## src/rtl/pc_sequencer.sv

```systemverilog
// Next-PC controller: boot hold, sequential fetch, redirects, stall, EBREAK halt/resume, misaligned traps.
// Define PCSEQ_INSTRET_EN to build the 64-bit retired-instruction counter; otherwise instret reads zero.
module pc_sequencer #(
   parameter logic [31:0] RESET_VECTOR = 32'h0000_0000,
   parameter logic [31:0] TRAP_VECTOR  = 32'h0000_0100,
   parameter int          BOOT_CYCLES  = 2
) (
   input  logic        clk,
   input  logic        rst,
   input  logic [31:0] pc_current,
   output logic [31:0] pc_next,
   input  logic        branch_taken,
   input  logic [31:0] branch_target,
   input  logic        jump,
   input  logic [31:0] jump_target,
   input  logic        stall,
   input  logic        halt_req,
   input  logic        resume,
   output logic        pc_valid,
   output logic        trap,
   output logic [1:0]  trap_cause,
   output logic [31:0] mepc,
   output logic [63:0] instret
);

   // state | meaning
   // BOOT  | post-reset hold at RESET_VECTOR for BOOT_CYCLES cycles
   // RUN   | normal fetch: stall, halt, jump, branch, +4 in priority order
   // HALT  | EBREAK committed; PC frozen until resume
   // TRAP  | single cycle announcing a misaligned-target trap
   typedef enum logic [1:0] {
      BOOT = 2'd0,
      RUN  = 2'd1,
      HALT = 2'd2,
      TRAP = 2'd3
   } state_t;

   localparam logic [1:0] CAUSE_BRANCH = 2'd1;
   localparam logic [1:0] CAUSE_JUMP   = 2'd2;
   localparam logic [3:0] BOOT_LAST    = 4'(BOOT_CYCLES - 1);

   state_t      state_q, state_d;
   logic [3:0]  boot_cnt_q, boot_cnt_d;
   logic [31:0] mepc_q, mepc_d;
   logic [1:0]  cause_q, cause_d;
   logic [31:0] pc_plus4;

   assign pc_plus4 = pc_current + 32'd4;

   always_comb begin
      state_d    = state_q;
      boot_cnt_d = boot_cnt_q;
      mepc_d     = mepc_q;
      cause_d    = cause_q;
      pc_next    = pc_current;
      pc_valid   = 1'b0;
      trap       = 1'b0;
      if (rst) begin
         pc_next = RESET_VECTOR;
      end else begin
         unique case (state_q)
            BOOT: begin
               pc_next    = RESET_VECTOR;
               boot_cnt_d = boot_cnt_q + 4'd1;
               if (boot_cnt_q == BOOT_LAST) begin
                  state_d = RUN;
               end
            end
            RUN: begin
               if (stall) begin
                  pc_next = pc_current;
               end else if (halt_req) begin
                  pc_valid = 1'b1;
                  state_d  = HALT;
               end else if (jump) begin
                  if (jump_target[1:0] != 2'b00) begin
                     pc_next = TRAP_VECTOR;
                     mepc_d  = pc_current;
                     cause_d = CAUSE_JUMP;
                     state_d = TRAP;
                  end else begin
                     pc_next  = jump_target;
                     pc_valid = 1'b1;
                  end
               end else if (branch_taken) begin
                  if (branch_target[1:0] != 2'b00) begin
                     pc_next = TRAP_VECTOR;
                     mepc_d  = pc_current;
                     cause_d = CAUSE_BRANCH;
                     state_d = TRAP;
                  end else begin
                     pc_next  = branch_target;
                     pc_valid = 1'b1;
                  end
               end else begin
                  pc_next  = pc_plus4;
                  pc_valid = 1'b1;
               end
            end
            HALT: begin
               // resume steps past the EBREAK rather than re-executing it
               if (resume) begin
                  pc_next = pc_plus4;
                  state_d = RUN;
               end
            end
            TRAP: begin
               trap    = 1'b1;
               pc_next = TRAP_VECTOR;
               state_d = RUN;
            end
            default: state_d = BOOT;
         endcase
      end
   end

   always_ff @(posedge clk) begin
      if (rst) begin
         state_q    <= BOOT;
         boot_cnt_q <= 4'd0;
         mepc_q     <= 32'd0;
         cause_q    <= 2'd0;
      end else begin
         state_q    <= state_d;
         boot_cnt_q <= boot_cnt_d;
         mepc_q     <= mepc_d;
         cause_q    <= cause_d;
      end
   end

   assign mepc       = mepc_q;
   assign trap_cause = cause_q;

`ifdef PCSEQ_INSTRET_EN
   logic [63:0] instret_q, instret_d;

   assign instret_d = instret_q + {63'd0, pc_valid};

   always_ff @(posedge clk) begin
      if (rst) begin
         instret_q <= 64'd0;
      end else begin
         instret_q <= instret_d;
      end
   end

   assign instret = instret_q;
`else
   assign instret = 64'd0;
`endif

endmodule

```

## config.mk

```make
export PLATFORM = sky130hd
export DESIGN_NAME = pc_sequencer
export DESIGN_NICKNAME = d
export VERILOG_FILES = /design/src/rtl/pc_sequencer.sv
export SDC_FILE = /design/constraint.sdc
export NUM_CORES = 1
export LEC_CHECK = 0
export BUFFER_PORTS_ARGS = -buffer_cell sky130_fd_sc_hd__buf_2
export CAP_MARGIN = 10
export CORE_UTILIZATION = 47
export CTS_BUF_LIST = sky130_fd_sc_hd__clkbuf_4 sky130_fd_sc_hd__clkbuf_8 sky130_fd_sc_hd__clkbuf_16
export DETAILED_ROUTE_END_ITERATION = 6
export PLACE_DENSITY = 0.83
export SYNTH_ARGS = -nofsm -noshare
export SYNTH_HDL_FRONTEND = slang
export SYNTH_SLANG_ARGS = --single-unit
```

## constraint.sdc

```tcl
create_clock -name clk -period 6.4 [get_ports clk]
set_input_delay 1.28 -clock clk [delete_from_list [all_inputs] [get_ports clk]]
set_output_delay 1.28 -clock clk [all_outputs]
set_load 0.005 [all_outputs]
```

==> impl_metrics.csv, run 1 <==
group,metric,value,unit
die,start_util,48.8,%
die,core_area,0.00933,mm2
global_route,grt-ovfl-total,0,
layout,post-route-util,56.5,%
clocking,cts_setup_buffers,0,
placed_design,place_congestion,0.960,
clocking,cts.path.max_buffers,2,
layout,n_fill_cell,960,
clocking,clkLatencyLatePin,0.31,ns
sta,maxSlewHeadroom,24.3,%
global_route,grt_pass1_wl,26.1,mm
global_route,antenna_found_initial,0,
synthesis,ys_types,72,
sta,worstMarginPinSlew,1.13,ns
die,dieArea,0.0101,mm2
clocking,cts_tree,"yes",
synthesis,async_reset_ff_share,0,%
clocking,clk_pin_slew_worst_paths,0.08,ns
die,die_h,100,um
worst_hold_path,hold_path.class,"reg2reg",
detailed_routing,wl,16.8,mm
setup_path,worst_ep_required_time,5.12,ns
synthesis,synth_flop_cell,"dfxtp_1",
detailed_routing,drt-initial-drc-count,677,
clocking,root_buffer,"clkbuf_8",
power,power_density,174,mW/mm2
global_route,grt_pass1_vias,5320,
detailed_routing,drtPass1Iterations,6,
setup_path,worstPathArrival,3.62,ns
synthesis,yosys_warnings,0,
layout,n_antenna_cell,0,
run_status,outcome,"finished clean",
sta,finalCriticalPeriod,4.90,ns
layout,area_delta_synth_final,15.8,%
clocking,htreeDepth,2,
detailed_routing,ant_nets,0,
synthesis,ys_seq_elements,40,
clocking,cts-resized-gates,0,
die,io_pins,235,
detailed_routing,vias,5738,
synthesis,yosysSeqAreaShare,17.6,%
detailed_routing,viasPerCell,6.05,
synthesis,synth-edff-count,0,
synthesis,syn_inst,689,
detailed_routing,drc,0,
die,dieWidth,100,um
setup_path,end_kind,"primary output",
sta,fmax,204,MHz
sta,fin_setup_tns,0,ns
global_route,grtUsageTotal,32.7,%
power,leakagePower,2.25,nW
setup_path,crit_path_max_fanout,20,
layout,drive_above_1_share,25.2,%
setup_path,crit_path_start_kind,"input port",
global_route,grt_max_degree,48,
placed_design,io_buffers,170,
sta,finalMaxSlewViolations,0,
clocking,cts_inserted_buffers,5,
power,ir_drop,0.135,mV
clocking,clkSinkCount,40,
sta,setup_viol,0,
sta,worst_clock_skew,0.00411,ns
setup_path,worst-setup-path-type,"in2out",
layout,nets,925,
placed_design,hpwl,12.3,mm
run,maxCapViolations,0,
synthesis,syn_area_per_cell,6.61,um2
sta,hold_viol,0,
sta,rsz0062_at_grt,"no",
die,row_count,35,
clocking,cts_hold_buf,0,
synthesis,synthesis.area,0.00456,mm2
detailed_routing,wl_per_cell,17.7,um
sta,fin_crit_sh,76.6,%
## cell type report
| class | count | area [um2] | area share [%] |
|---|---|---|---|
| clock inverter | 3 | 42.5 | 0.807 |
| tap | 129 | 161 | 3.06 |
| clock buffer | 5 | 68.8 | 1.30 |
| sequential | 40 | 801 | 15.2 |
| timing repair buffer | 180 | 926 | 17.6 |
| inverter | 11 | 41.3 | 0.783 |
| multi-input combinational | 581 | 3230 | 61.3 |
## final timing paths
kind / slack, ns / cells after the start / endpoint / from
min: 0.45 / 2 / mepc[23] / mepc[23]
min reg2reg: 0.45 / 2 / mepc[23] / mepc[23]
max: 1.50 / 7 / pc_next[31] / halt_req
max reg2reg: 4.08 / 6 / trap_cause[1] / state_q[0]
## power by group
| part | total, mW | switching [mW] | internal, mW |
|---|---|---|---|
| combinational | 0.403 | 0.251 | 0.152 |
| clock | 0.220 | 0.105 | 0.116 |
| sequential | 0.291 | 0.0235 | 0.268 |
## worst max-delay path, cell delays in order
cell and delay (ns):
buf_2 0.13, nor2_2 0.59, o21ai_1 0.48, o221ai_1 0.40, nor3b_1 0.08, or4_1 0.51
buf_2 0.14
## cells by family after synthesis
logic type | after synthesis | share of synthesized area, %
muxes | 5 | 1.21
xor gates and xnor gates | 20 | 3.85
DFF | 40 | 17.6
adders and majority gates | 3 | 0.824
other | 1 | 0.0823
buffers and inverters | 131 | 16.8
AOI/OAI and AO/OA | 220 | 30.6
and+or+nand+nor | 269 | 29.0
## metal layers
metal	track usage [%]	up-vias	wire (um)
met5	0	-	0
met4	16.1	0	748
li1	-	2618	-
met2	54.4	483	7560
met1	39.5	2548	6220
met3	7.91	89	2240
## state kept, by name (all words and copies together), names as in the netlist
signal      count
boot_cnt_q      4
mepc           32
state_q         2
trap_cause      2
## cell usage after synthesis, types with 5 or more instances
library cell / number / share of area (%)
xnor2_1: 11 / 2.1
xor2_1: 9 / 1.7
nor2_1: 44 / 3.6
o21ai_0: 44 / 4.8
a221oi_1: 10 / 1.9
dfxtp_1: 40 / 18
nor4_1: 5 / 0.69
a22oi_1: 5 / 0.82
buf_2: 25 / 2.7
a21oi_1: 74 / 8.1
a211oi_1: 13 / 2.1
nand2_1: 131 / 11
nor3_1: 13 / 1.4
and2_1: 7 / 0.96
nand4_1: 18 / 2.5
nand3_1: 14 / 1.5
clkbuf_1: 29 / 2.4
o211ai_1: 8 / 1.3
buf_4: 65 / 11
inv_1: 11 / 0.91
o22ai_1: 7 / 0.96
nor3b_1: 5 / 0.82
a31oi_1: 15 / 2.1
## cell usage in the layout (no fill, tap or decap), types with 8 or more instances in the layout
master and count:
buf_2 170, nand2_1 131, a21oi_1 74, conb_1 64, o21ai_0 44, nor2_1 43
dfxtp_1 40, nand4_1 18, a31oi_1 15, nand3_1 14, a211oi_1 13, nor3_1 13
inv_1 11, xnor2_1 11, a221oi_1 10, buf_4 10, xor2_1 9, o211ai_1 8
## through the flow
stage | hold WS [ns] | power (mW) | std cells | worst slack [ns] | area, um2
2_1_floorplan | 0.453 | 0.572 | 752 | 2.41 | 4790
3_3_place_gp | 0.440 | 0.681 | 941 | 1.62 | 5160
4_1_cts | 0.456 | 0.903 | 949 | 1.55 | 5270
3_5_place_dp | 0.444 | 0.686 | 941 | 1.56 | 5160
6_report | 0.453 | 0.915 | 949 | 1.50 | 5270
5_1_grt | 0.475 | 0.968 | 949 | 1.34 | 5270
Power figures use the tool's default switching activity.
==> run 2: changes to the inputs <==
==> constraint.sdc (replaced) <==
create_clock -name clk -period 4.67 [get_ports clk]
set_input_delay 0.934 -clock clk [delete_from_list [all_inputs] [get_ports clk]]
set_output_delay 0.934 -clock clk [all_outputs]
set_load 0.005 [all_outputs]
==> run 2 against run 1 <==
First-iteration DRC count is 23% lower. Clock skew grew 0.0032 ns. Die area unchanged.
==> impl_metrics.csv, run 2 (same netlist as run 1, synthesis figures left out) <==
group,metric,value,unit
clocking,cts.path.max_buffers,2,
sta,rsz0062_at_grt,"no",
setup_path,r2r_cells,6,
sta,setup_viol,0,
layout,final_common_cell,"buf_2",
die,dieArea,0.0101,mm2
global_route,grt_max_degree,50,
setup_path,r2r_slack,2.51,ns
power,seq_power_share,31.7,%
layout,drive_above_1_share,26.1,%
die,dieWidth,100,um
sta,fmax,246,MHz
power,p_sw_share,40.6,%
sta,finalMaxSlewViolations,0,
global_route,antenna_found_initial,0,
clocking,cts_setup_buffers,0,
clocking,cts-resized-gates,0,
power,power_density,234,mW/mm2
worst_hold_path,worstHoldPathCells,2,
setup_path,worstPathArrival,3.13,ns
setup_path,worstReg2RegStart,"state_q[0]",
layout,n_fill_cell,963,
clocking,clkLatencyLatePin,0.30,ns
detailed_routing,viasPerCell,5.95,
setup_path,reg2reg_to,"trap_cause[0]",
die,core_area,0.00933,mm2
detailed_routing,ant_nets,0,
power,internal_power,0.744,mW
global_route,grt-ovfl-total,0,
setup_path,end_kind,"primary output",
setup_path,path_cells,"buf_2, ha_1, nand3_2, nor4_1, nand4_1, mux2_2, o211a_1, buf_2",
clocking,clk_pin_slew_worst_paths,0.08,ns
layout,n_antenna_cell,0,
layout,largest_reg_flops,32,
power,fin_total_pwr,1.25,mW
setup_path,worst-setup-path-type,"in2out",
detailed_routing,drc,0,
sta,hold_viol,0,
setup_path,worst_ep_required_time,3.74,ns
placed_design,hpwl,12.5,mm
sta,worstMarginPinSlew,0.780,ns
placed_design,io_buffers,170,
detailed_routing,drtPass1Iterations,5,
placed_design,place_congestion,0.928,
clocking,cts_inserted_buffers,5,
worst_hold_path,hold_end,"mepc[16]",
layout,area_delta_synth_final,17.4,%
clocking,htreeDepth,2,
run_status,outcome,"finished clean",
detailed_routing,vias,5709,
setup_path,slowest_stage,"nor4_1",
global_route,grtUsageTotal,31.9,%
die,die_h,100,um
global_route,grt_pass1_vias,5189,
worst_hold_path,hold_path.class,"reg2reg",
detailed_routing,drt-initial-drc-count,520,
sta,worst_clock_skew,0.00729,ns
clocking,clkSinkCount,40,
detailed_routing,wl,16.7,mm
clocking,cts_tree,"yes",
sta,fin_setup_tns,0,ns
die,io_pins,235,
setup_path,crit_path_start_kind,"input port",
power,pwr-share-comb,44.7,%
clocking,cts_hold_buf,0,
power,leakagePower,2.30,nW
die,row_count,35,
power,ir_drop,0.164,mV
clocking,root_buffer,"clkbuf_8",
global_route,grt_pass1_wl,25.5,mm
sta,maxSlewHeadroom,47.5,%
worst_hold_path,holdCritStartpoint,"mepc[16]",
setup_path,crit_top_cell,"buf_2",
run,maxCapViolations,0,
die,start_util,48.8,%
sta,finalCriticalPeriod,4.07,ns
layout,nets,935,
setup_path,max_stage_delay,0.73,ns
layout,layout_common_cells,"170 x buf_2, 131 x nand2_1, 74 x a21oi_1, 64 x conb_1, 44 x o21ai_0",
setup_path,crit_path_max_fanout,9,
power,p_clk_share,23.6,%
detailed_routing,wl_per_cell,17.4,um
sta,fin_crit_sh,87.1,%
power,switchingPower,0.508,mW
==> run 2: how the worst max path moves through the flow <==
stage / start / end / cells past startpoint / slack [ns]
3_3_place_gp: pc_current[2] / pc_next[28] / 8 / 0.69
5_1_grt: pc_current[2] / pc_next[28] / 8 / 0.55
3_5_place_dp: pc_current[2] / pc_next[28] / 8 / 0.69
2_1_floorplan: pc_current[10] / pc_next[31] / 6 / 1.37
6_report: pc_current[2] / pc_next[28] / 8 / 0.60
4_1_cts: pc_current[2] / pc_next[28] / 8 / 0.68
==> run 2: stage by stage <==
step / setup WS, ns / std cells / hold WS, ns / instance area [um2] / utilization [%]
finish: 0.603 / 959 / 0.452 / 5350 / 57.3
detailed placement: 0.690 / 951 / 0.443 / 5240 / 56.2
floorplan: 1.37 / 752 / 0.453 / 4790 / -
global placement: 0.691 / 951 / 0.439 / 5240 / 56.2
CTS: 0.684 / 959 / 0.454 / 5350 / 57.3
global route: 0.546 / 959 / 0.468 / 5350 / 57.3
==> run 2: final cells by class <==
cell class	count	area, um2	share of cell area, %
clock inverters	2	35.0	0.655
clock buffers	6	76.3	1.43
inverters	11	41.3	0.772
flip-flops and latches	40	801	15.0
repair buffers	190	1000	18.7
well taps	129	161	3.02
multi-input cells	581	3230	60.4
==> run 2: worst max-delay path: cells and delay by family <==
kind	cells	cell delay (ns)
buffers and inverters	2	0.32
AND/OR/NAND/NOR	3	1.10
multiplexers	1	0.30
adder cells (fa/ha/maj)	1	0.27
AO/OA/AOI/OAI	1	0.21
==> run 2: metal layers <==
layer | track usage, % | wire [um] | share of wire, % | up-vias
met5 | 0 | 0 | 0 | -
met4 | 15.3 | 629 | 3.8 | 0
met3 | 7.49 | 2100 | 13 | 66
met2 | 53.6 | 7850 | 47 | 431
met1 | 38.4 | 6140 | 37 | 2571
li1 | - | - | - | 2641
==> run 2: power groups by stage <==
stage	registers [mW]	clock network (mW)	logic [mW]
after global placement	0.403	0	0.537
after global routing	0.402	0.307	0.613
after floorplan	0.391	0	0.392
final	0.397	0.295	0.560
after detailed placement	0.404	0	0.543
after CTS	0.396	0.295	0.546
